## config.mk

```make
export PLATFORM = sky130hd
export DESIGN_NAME = mem_port_arbiter
export DESIGN_NICKNAME = d
export VERILOG_FILES = /design/src/rtl/mem_port_arbiter.sv
export SDC_FILE = /design/constraint.sdc
export NUM_CORES = 1
export LEC_CHECK = 0
export ABC_AREA = 0
export CAP_MARGIN = 0
export CORE_ASPECT_RATIO = 0.8
export CORE_MARGIN = 5
export CORE_UTILIZATION = 41
export CTS_CLUSTER_SIZE = 12
export DETAILED_ROUTE_END_ITERATION = 10
export PLACE_DENSITY = 0.81
export SYNTH_ARGS = -nofsm -noshare
export SYNTH_HDL_FRONTEND = slang
export SYNTH_SLANG_ARGS = --single-unit
```

## constraint.sdc

```tcl
create_clock -name clock -period 1.84 [get_ports clock]
set_input_delay 0.276 -clock clock [delete_from_list [all_inputs] [get_ports clock]]
set_output_delay 0.276 -clock clock [all_outputs]
set_load 0.01 [all_outputs]
```

## src/rtl/mem_port_arbiter.sv

```systemverilog
// Two-port req/gnt/ack arbiter in front of a single-port synchronous memory, with IO word decode.
// Define MEM_PORT_ARBITER_ROUND_ROBIN_EN to break A/B ties by last owner instead of fixed A priority.
module mem_port_arbiter #(
    parameter int                DATA_W  = 16,
    parameter int                ADDR_W  = 16,
    parameter logic [ADDR_W-1:0] IO_ADDR = 'h00FF
) (
    input  logic              clock,
    input  logic              reset,
    input  logic              a_req,
    input  logic              a_we,
    input  logic [ADDR_W-1:0] a_addr,
    input  logic [DATA_W-1:0] a_wdata,
    output logic              a_gnt,
    output logic              a_ack,
    input  logic              b_req,
    input  logic              b_we,
    input  logic [ADDR_W-1:0] b_addr,
    input  logic [DATA_W-1:0] b_wdata,
    output logic              b_gnt,
    output logic              b_ack,
    output logic [DATA_W-1:0] rdata,
    output logic [ADDR_W-1:0] mem_addr,
    output logic [DATA_W-1:0] mem_wdata,
    output logic              mem_we,
    input  logic [DATA_W-1:0] mem_rdata,
    input  logic [DATA_W-1:0] io_in,
    output logic [DATA_W-1:0] io_out
);

    typedef enum logic [1:0] {
        ST_IDLE   = 2'd0,
        ST_ACCESS = 2'd1,
        ST_RESP   = 2'd2
    } state_e;

    localparam logic OWNER_A = 1'b0;
    localparam logic OWNER_B = 1'b1;

    state_e            state_q;
    logic              owner_q;
    logic              we_q;
    logic              is_io_q;
    logic [ADDR_W-1:0] mem_addr_q;
    logic [DATA_W-1:0] mem_wdata_q;
    logic              mem_we_q;
    logic              a_gnt_q;
    logic              b_gnt_q;
    logic              a_ack_q;
    logic              b_ack_q;
    logic [DATA_W-1:0] io_out_q;
    logic [DATA_W-1:0] io_sample_q;
`ifdef MEM_PORT_ARBITER_ROUND_ROBIN_EN
    logic              last_owner_q;
`endif

    logic              pick_b_d;
    logic              sel_we_d;
    logic [ADDR_W-1:0] sel_addr_d;
    logic [DATA_W-1:0] sel_wdata_d;
    logic              sel_is_io_d;

    // Winner selection is only consumed in IDLE; a lone requester always wins.
    always_comb begin
        pick_b_d = ~a_req;
`ifdef MEM_PORT_ARBITER_ROUND_ROBIN_EN
        if (a_req && b_req) begin
            pick_b_d = (last_owner_q == OWNER_A);
        end
`endif
        sel_we_d    = pick_b_d ? b_we    : a_we;
        sel_addr_d  = pick_b_d ? b_addr  : a_addr;
        sel_wdata_d = pick_b_d ? b_wdata : a_wdata;
        sel_is_io_d = (sel_addr_d == IO_ADDR);
    end

    always_ff @(posedge clock or negedge reset) begin
        if (!reset) begin
            state_q     <= ST_IDLE;
            owner_q     <= OWNER_A;
            we_q        <= 1'b0;
            is_io_q     <= 1'b0;
            mem_addr_q  <= '0;
            mem_wdata_q <= '0;
            mem_we_q    <= 1'b0;
            a_gnt_q     <= 1'b0;
            b_gnt_q     <= 1'b0;
            a_ack_q     <= 1'b0;
            b_ack_q     <= 1'b0;
            io_out_q    <= '0;
            io_sample_q <= '0;
`ifdef MEM_PORT_ARBITER_ROUND_ROBIN_EN
            last_owner_q <= OWNER_B;
`endif
        end else begin
            case (state_q)
                ST_IDLE: begin
                    if (a_req || b_req) begin
                        owner_q     <= pick_b_d;
                        we_q        <= sel_we_d;
                        is_io_q     <= sel_is_io_d;
                        mem_addr_q  <= sel_addr_d;
                        mem_wdata_q <= sel_wdata_d;
                        // The IO word is handled locally and must never strobe the memory.
                        mem_we_q    <= sel_we_d & ~sel_is_io_d;
                        a_gnt_q     <= ~pick_b_d;
                        b_gnt_q     <= pick_b_d;
                        state_q     <= ST_ACCESS;
                    end
                end
                ST_ACCESS: begin
                    a_gnt_q  <= 1'b0;
                    b_gnt_q  <= 1'b0;
                    mem_we_q <= 1'b0;
                    a_ack_q  <= (owner_q == OWNER_A);
                    b_ack_q  <= (owner_q == OWNER_B);
                    if (is_io_q) begin
                        if (we_q) begin
                            io_out_q <= mem_wdata_q;
                        end else begin
                            io_sample_q <= io_in;
                        end
                    end
                    state_q <= ST_RESP;
                end
                ST_RESP: begin
                    a_ack_q <= 1'b0;
                    b_ack_q <= 1'b0;
`ifdef MEM_PORT_ARBITER_ROUND_ROBIN_EN
                    last_owner_q <= owner_q;
`endif
                    state_q <= ST_IDLE;
                end
                default: begin
                    state_q <= ST_IDLE;
                end
            endcase
        end
    end

    // mem_rdata only becomes valid in RESP, so the read mux stays combinational.
    always_comb begin
        rdata = '0;
        if ((state_q == ST_RESP) && !we_q) begin
            rdata = is_io_q ? io_sample_q : mem_rdata;
        end
    end

    assign a_gnt     = a_gnt_q;
    assign b_gnt     = b_gnt_q;
    assign a_ack     = a_ack_q;
    assign b_ack     = b_ack_q;
    assign mem_addr  = mem_addr_q;
    assign mem_wdata = mem_wdata_q;
    assign mem_we    = mem_we_q;
    assign io_out    = io_out_q;

endmodule

```

==> results.tsv, run 1 <==
metric	value	unit
io_pins	171	
netlist.area_leader.share	52.9	%
maxCapViolCount	0	
pwr_density_cell	1100	nW/um^2
max_stage_delay	0.39	ns
grt_pass1_vias	3107	
multi_input_area	1540	sq um
slew_headroom	72.2	%
die_w	113	um
wl	9380	um
wl_per_cell	15.8	um
ys_types	36	
vias	2904	
drt_first_pass_iters	4	
cp_num_cells	6	
fin_skew	0.0117	ns
critical_path_class	flop to output pin	
crit_path_max_fanout	16	
synth_edf_count	0	
antennaDiodeCount	0	
cp.required	1.56	ns
cts_buffers	9	
cts-htree-levels	3	
reg2regPathDepth	7	
path_buf_inv	3	
crit_path_start	state_q[0]	
fillers	686	
rsz0062_at_grt	false	
synth.area.top_cells	dfrtp_1 53%, mux2i_1 14%, mux2_2 11%, o21ai_0 5.3%, nand2_1 4.0%	
synth_common_cells	74 x dfrtp_1, 50 x mux2i_1, 37 x nand2_1, 37 x o21ai_0, 33 x mux2_2	
seq_area_frac_synth	52.9	%
synthFlopType	dfrtp_1	
clkLatencyLatePin	0.34	ns
syn_nets	409	
clkSlewWorstSetupHoldPaths	0.09	ns
ir_drop	0.573	mV
post-synth-top-count-cell	dfrtp_1	
grt_max_degree	55	
r2r_end	mem_we	
grt_first_pass_wirelength	14900	um
routabilityCongestion	0.808	
worstReg2RegStart	state_q[0]	
outcome	complete, no violations	
final.min_clock_period	1.73	ns
async_reset_ff_share	100	%
period_share	94.1	%
placedCellCount	577	
numClockSinks	74	
die_area	10500	sq um
min_path_type	primary input to async pin	
path_delay_family	flip-flops	
syn_avg_cell_area	11.5	sq um
fmax	577	MHz
grt_usage	17.8	%
ys_warn_count	0	
grt_antenna_before_repair	0	
cp-start-kind	flop	
post-synth-top-area-cell	dfrtp_1	
fin_cells	595	
final_layout_size_suffix_gt1_share	17.8	%
core-area	8410	sq um
drc_errors	0	
setup_viol	0	
cts_root_buffer	clkbuf_8	
routed_via_density	4.88	
ys_ff_latch	74	
critPathCapture	rdata[6]	
syn-cell-area	3500	sq um
dr.first_iter.drc_count	60	
cp.arrival	1.46	ns
dp_hpwl	7380	um
hold_viol	0	
nets	583	
synthCells	304	
total_power	6.00	mW
rows	30	
syn2layout_area_growth	56.5	%
worstPathCellList	inv_2 -> ha_2 -> nand2b_1 -> buf_12 -> nor2_1 -> buf_2	
grt_overflow_total	0	
maxSlewViolCount	0	
regArea	1850	sq um
die_y	92.7	um
portBuffers	170	
cts.path.max_buffers	2	
worst-r2r-setup-slack	0.16	ns
power_leakage	2.42	nW
end_kind	output pin	
initial_core_util	41.6	%
cp_slowest_cell	dfrtp_1	
worst_pin_slew	0.417	ns
antenna_left	0	
cts_tree	yes	
## worst register-to-register path, stage by stage (launching register included)
cell	delay [ns]
dfrtp_1	0.39
inv_2	0.07
buf_4	0.11
ha_1	0.28
nor3b_1	0.34
o21ai_0	0.19
o31ai_1	0.10
o21a_1	0.15
## power by group
part           switching (mW)  total, mW  internal [mW]
registers               0.310       2.40           2.09
clock network           0.611       1.11          0.496
logic                    1.14       2.50           1.36
total                    2.06       6.00           3.94
## registers in the layout, indices dropped and copies added, names as in the netlist
signal       count
a_ack            1
a_gnt            1
b_ack            1
b_gnt            1
io_out          16
io_sample_q     16
is_io_q          1
mem_addr        16
mem_wdata       16
mem_we           1
owner_q          1
state_q          2
we_q             1
## cell families after synthesis
| kind of cell | synth area share (%) |
|---|---|
| buffers and inverters | 3.68 |
| adder cells (fa/ha/maj) | 1.07 |
| flip-flops | 52.9 |
| AND/OR/NAND/NOR | 9.61 |
| AO/OA/AOI/OAI | 7.51 |
| multiplexers | 25.2 |
## how the worst min path moves through the flow
stage / endpoint
after global routing: io_out[10]
after CTS: io_out[10]
after global placement: io_out[10]
after detailed placement: io_out[10]
final: io_out[10]
after floorplan: a_ack
## per-layer routing
metal | GRT usage (%) | wire length [um]
met2 | 30.2 | 4460
met5 | 0 | 0
met1 | 20.2 | 3810
met3 | 8.75 | 1040
met4 | 4.00 | 70
## metrics by stage
stage / setup WS (ns) / util, % / hold WS [ns] / instance area [sq um] / setup TNS, ns
floorplan: 0.291 / - / -0.0196 / 3500 / 0
global placement: 0.0688 / 63.7 / 0.225 / 5360 / 0
detailed placement: -0.00216 / 63.7 / 0.234 / 5360 / -0.00216
CTS: 0.00220 / 65.2 / 0.388 / 5480 / 0
global route: 0.0129 / 65.2 / 0.413 / 5480 / 0
finish: 0.108 / 65.2 / 0.386 / 5480 / 0
## area by class of cell
class | count | share of cell area, %
multi-input combinational | 206 | 28.1
tap | 112 | 2.56
clock inverter | 7 | 0.936
timing repair buffer | 182 | 32.1
clock buffer | 9 | 2.26
inverter | 5 | 0.342
sequential | 74 | 33.8
## cells in the final DEF, fill, tap and decap left out, drive strengths merged
cell type      netlist  final
dfrtp               74     74
clkdlybuf4s50        0    152
nand3                2      2
buf                 11     28
o31ai                2      2
nor3b                1      1
nand2b               2      2
dlygate4sd3          0      1
nand4b               1      1
nor4bb               1      1
nor2                21     21
a21boi               1      1
clkinvlp             0      2
nand4                1      1
ha                   3      3
o21a                 1      1
nand3b               2      2
o22a                 1      1
inv                  5      7
clkbuf               8     10
and3                 1      1
o21ai               38     38
and4                 1      1
a32o                 1      1
clkinv               0      3
nor4                 3      3
a31oi                1      1
mux2i               50     50
nand2               37     37
a22o                 1      1
mux2                34     34
## what timing repair did
item                                   4_1_cts  5_1_grt
setup endpoints to repair                   16       18
buffers inserted                             1        0
hold buffers                                 1        0
endpoints found under the hold margin       28        0
gates resized for setup                     63        3
(Power assumes the default switching activity.)
==> inputs of run 2 (changes only) <==
- CORE_MARGIN: 5 -> not set
- CORE_UTILIZATION: 41 -> 42
- CTS_BUF_LIST: not set -> sky130_fd_sc_hd__clkbuf_4 sky130_fd_sc_hd__clkbuf_8
- PLACE_DENSITY: 0.81 -> 0.83
- SLEW_MARGIN: not set -> 0
==> results.tsv, run 2 (synthesis results as in run 1) <==
metric	value	unit	change
total_power	6.62	mW	+10%
grt_pass1_vias	3059		-1.5%
slew_headroom	66.3	%	-5.9 points
end_kind	flop		
cts_tree	yes		
clkLatencyLatePin	0.33	ns	about the same
ir_drop	0.739	mV	+29%
crit_path_max_fanout	16		unchanged
clkSlewWorstSetupHoldPaths	0.08	ns	about the same
rsz0062_at_grt	false		
layout_commonest_cell	clkdlybuf4s50_1		
die_w	104	um	-8.2%
multi_input_area	1580	sq um	+2.4%
dr.first_iter.drc_count	128		+110%
cts.path.max_buffers	2		unchanged
fmax	591	MHz	+2.3%
core-area	8020	sq um	-4.6%
grt_usage	22.2	%	+4.4 points
wl_per_cell	15.5	um	-1.8%
cp.arrival	1.91	ns	+0.45 ns
min_path_type	primary input to async pin		
pwr_density_cell	1180	nW/um^2	+7.8%
cts-htree-levels	3		unchanged
die_y	83.7	um	-9.7%
wl	9150	um	-2.5%
mostFrequentLayoutCells	152 x clkdlybuf4s50_1, 74 x dfrtp_1, 49 x mux2i_1		
cts_root_buffer	clkbuf_8		
grt_overflow_total	0		unchanged
routed_via_density	4.97		+1.9%
nets	583		unchanged
critical_path_class	flop to flop		
antennaDiodeCount	0		unchanged
vias	2940		+1.2%
drc_errors	0		unchanged
tns	0	ns	unchanged
maxSlewViolCount	0		unchanged
fin_skew	0.00814	ns	-0.00360 ns
io_pins	171		unchanged
fillers	608		-11%
maxCapViolCount	0		unchanged
rows	29		-3.3%
grt_antenna_before_repair	0		unchanged
grt_max_degree	47		-15%
hold_viol	0		unchanged
setup_viol	0		unchanged
antenna_left	0		unchanged
drt_first_pass_iters	4		unchanged
grt_first_pass_wirelength	15100	um	+1.4%
syn2layout_area_growth	60.2	%	
numClockSinks	74		unchanged
regArea	1850	sq um	unchanged
routabilityCongestion	0.828		+2.5%
cp-start-kind	flop		
outcome	complete, no violations		
cp.required	2.06	ns	+0.50 ns
initial_core_util	43.7	%	+2.0 points
period_share	92.0	%	-2.1 points
portBuffers	170		unchanged
worst_pin_slew	0.506	ns	+0.0881 ns
dp_hpwl	6890	um	-6.6%
final_layout_size_suffix_gt1_share	18.6	%	+0.83 points
power_leakage	2.49	nW	+3.1%
final.min_clock_period	1.69	ns	-0.0390 ns
holdWs	0.458	ns	+0.0721 ns
cts_buffers	9		unchanged
die_area	8710	sq um	-17%
-- run 2: path summary, 6_finish.rpt --
kind	slack (ns)	cells past startpoint	to	from
max	0.15	4	io_out[11]	state_q[1]
min	0.46	2	io_sample_q[4]	reset
max reg2reg	0.15	4	io_out[11]	state_q[1]
min reg2reg	0.48	2	mem_addr[9]	mem_addr[9]
max in group asynchronous	0.81	3	io_out[11]	reset
min in group clock	0.46	3	mem_addr[14]	a_req
-- run 2: per-stage QoR --
stage                     utilization, %  instance area [sq um]  worst slack [ns]  cells
final                               69.9                   5610             0.147    591
after global routing                69.9                   5610            0.0216    591
after CTS                           70.1                   5620          0.000170    589
after detailed placement            66.6                   5340            0.0334    571
after global placement              66.6                   5340            0.0760    571
after floorplan                        -                   3500             0.291    304
-- run 2: repair_timing --
item,CTS,global route
resized for setup,45,19
hold buffers,1,0
endpoints found under the setup margin,16,47
endpoints found under the hold margin,36,0
setup buffers,1,2
-- run 2: routing by layer --
| layer | global-route usage [%] | wire length (um) | share of wire, % | up-vias |
|---|---|---|---|---|
| met5 | 0 | 0 | 0 | - |
| met4 | 5.32 | 65 | 0.71 | 0 |
| met3 | 9.06 | 816 | 8.9 | 4 |
| met2 | 37.1 | 4280 | 47 | 123 |
| met1 | 26.8 | 3990 | 44 | 1401 |
| li1 | - | - | - | 1412 |
-- run 2: final cells by class --
type	count	share of cell area (%)
flip-flops and latches	74	33.0
repair buffers	182	31.3
multi-input cells	206	28.1
clock inverters	6	2.45
well taps	108	2.41
clock buffers	10	2.34
inverters	5	0.335
-- run 2: where the power goes --
group	switching, mW	leakage [nW]	internal [mW]
registers	0.314	0.930	2.09
logic	1.16	1.43	1.39
clock network	0.613	0.134	1.06
-- run 2: worst max-delay path, stage by stage, from the launching register on --
cell	delay, ns
dfrtp_1	0.42
inv_1	0.10
ha_1	0.40
nand3_4	0.29
mux2_2	0.36
==> inputs of run 3 (changes only) <==
- MAX_ROUTING_LAYER: not set -> met4
- PLACE_DENSITY: 0.83 -> 0.91
==> results.tsv, run 3 (synthesis results as in run 1) <==
metric	value	unit	change
worst_pin_slew	0.572	ns	+0.0665 ns
fin_util	68.9	%	-0.97 points
mostFrequentLayoutCells	152 x clkdlybuf4s50_1, 74 x dfrtp_1, 50 x mux2i_1		
maxSlewViolCount	0		unchanged
critPathCapture	io_out[15]		
clkSlewWorstSetupHoldPaths	0.07	ns	about the same
slew_headroom	61.9	%	-4.4 points
syn2layout_area_growth	57.9	%	
grt_first_pass_wirelength	15400	um	+1.6%
final_layout_size_suffix_gt1_share	18.4	%	-0.21 points
cts.path.max_buffers	2		unchanged
power_frac_clock	22.3	%	-3.0 points
nets	584		+0.17%
routabilityCongestion	0.853		+3.1%
power_leakage	2.45	nW	-1.8%
wl	9390	um	+2.7%
fin_area	5530	sq um	-1.4%
cts-htree-levels	3		unchanged
grt_antenna_before_repair	0		unchanged
grt_overflow_total	0		unchanged
die_w	104	um	unchanged
pwr_density_cell	1150	nW/um^2	-2.4%
cts_buffers	9		unchanged
numClockSinks	74		unchanged
hold_viol	0		unchanged
worstReg2RegStart	state_q[1]		
crit_path_max_fanout	16		unchanged
reg2regPathDepth	4		unchanged
setup_viol	0		unchanged
dr.first_iter.drc_count	99		-23%
clkLatencyLatePin	0.35	ns	+0.02 ns
setup_ws	0.0393	ns	-0.108 ns
cellInternalPower	4.30	mW	-5.1%
grt_usage	23.2	%	+0.97 points
core-area	8020	sq um	unchanged
io_pins	171		unchanged
grt_max_degree	49		+4.3%
worst-r2r-setup-slack	0.04	ns	-0.11 ns
die_y	83.7	um	unchanged
p_switching	2.07	mW	-0.84%
ir_drop	0.635	mV	-14%
period_share	97.9	%	+5.9 points
end_kind	flop		
power_frac_seq	37.6	%	+1.3 points
crit_path_start	state_q[1]		
final.min_clock_period	1.80	ns	+0.108 ns
min_from	a_req		
cp.arrival	2.03	ns	+0.12 ns
maxCapViolCount	0		unchanged
cts_root_buffer	clkbuf_8		
initial_core_util	43.7	%	unchanged
fin_skew	0.00844	ns	+0.000303 ns
cp.required	2.07	ns	about the same
cp-start-kind	flop		
layout_commonest_cell	clkdlybuf4s50_1		
power_frac_comb	40.2	%	+1.8 points
antennaDiodeCount	0		unchanged
min_path_type	primary input to flop		
rsz0062_at_grt	true		
outcome	complete, no violations		
cts_tree	yes		
vias	2949		+0.31%
wl_per_cell	15.9	um	+2.7%
netSwitchingFraction	32.4	%	+0.95 points
antenna_left	0		unchanged
drt_first_pass_iters	4		unchanged
critical_path_class	flop to flop		
rows	29		unchanged
die_area	8710	sq um	unchanged
drc_errors	0		unchanged
routed_via_density	4.99		+0.31%
r2r_end	io_out[15]		
portBuffers	170		unchanged
grt_pass1_vias	3109		+1.6%
fmax	555	MHz	-6.0%
dp_hpwl	7390	um	+7.3%
pre_cts_ws	-0.0245	ns	-0.0579 ns
total_power	6.37	mW	-3.8%
placed_cell_area	5340	sq um	about the same
run 3: metrics by stage:
stage          std cells  hold WS (ns)  TNS [ns]
3_3_place_gp         574         0.300         0
5_1_grt              591         0.410     -1.95
6_report             591         0.392         0
4_1_cts              591         0.379         0
2_1_floorplan        304       -0.0196         0
3_5_place_dp         574         0.312   -0.0486
run 3: worst min-delay path by stage:
stage,slack (ns),depth (start not counted),to
finish,0.39,3,b_gnt
floorplan,-0.02,0,a_ack
global route,0.41,3,b_gnt
CTS,0.38,3,mem_addr[15]
detailed placement,0.31,1,b_ack
global placement,0.30,1,mem_addr[14]
run 3: layout make-up:
| cell class | instances | area, sq um |
|---|---|---|
| Clock buffer | 11 | 151 |
| Clock inverter | 4 | 73.8 |
| Fill cell | 623 | 2490 |
| Inverter | 5 | 18.8 |
| Multi-Input combinational cell | 206 | 1560 |
| Sequential cell | 74 | 1850 |
| Tap cell | 108 | 135 |
| Timing Repair Buffer | 183 | 1740 |
run 3: worst max-delay path, stage by stage, from the launching register on:
cell	delay, ns
dfrtp_1	0.43
inv_1	0.10
ha_1	0.33
nand3_2	0.41
mux2_2	0.42
run 3: timing repair:
item / in CTS / in global routing
resized for setup: 47 / 14
hold buffers: 1 / 0
hold endpoints to repair: 43 / 0
setup endpoints to repair: 16 / 46
buffers inserted: 1 / 0
cloned: 0 / 0
run 3: power groups by stage:
stage	clock [mW]	sequential, mW	combinational (mW)
floorplan	0	2.55	0.893
CTS	1.46	2.40	2.60
global placement	0	2.38	2.48
detailed placement	0	2.42	2.56
global route	1.52	2.45	2.79
finish	1.42	2.39	2.56
run 3: per-layer routing:
metal,track usage (%),vias up,part of all wire (%)
met5,-,-,0
met4,7.14,0,1.9
met3,4.68,18,5.2
met2,40.3,126,51
met1,27.1,1392,42
li1,-,1413,-
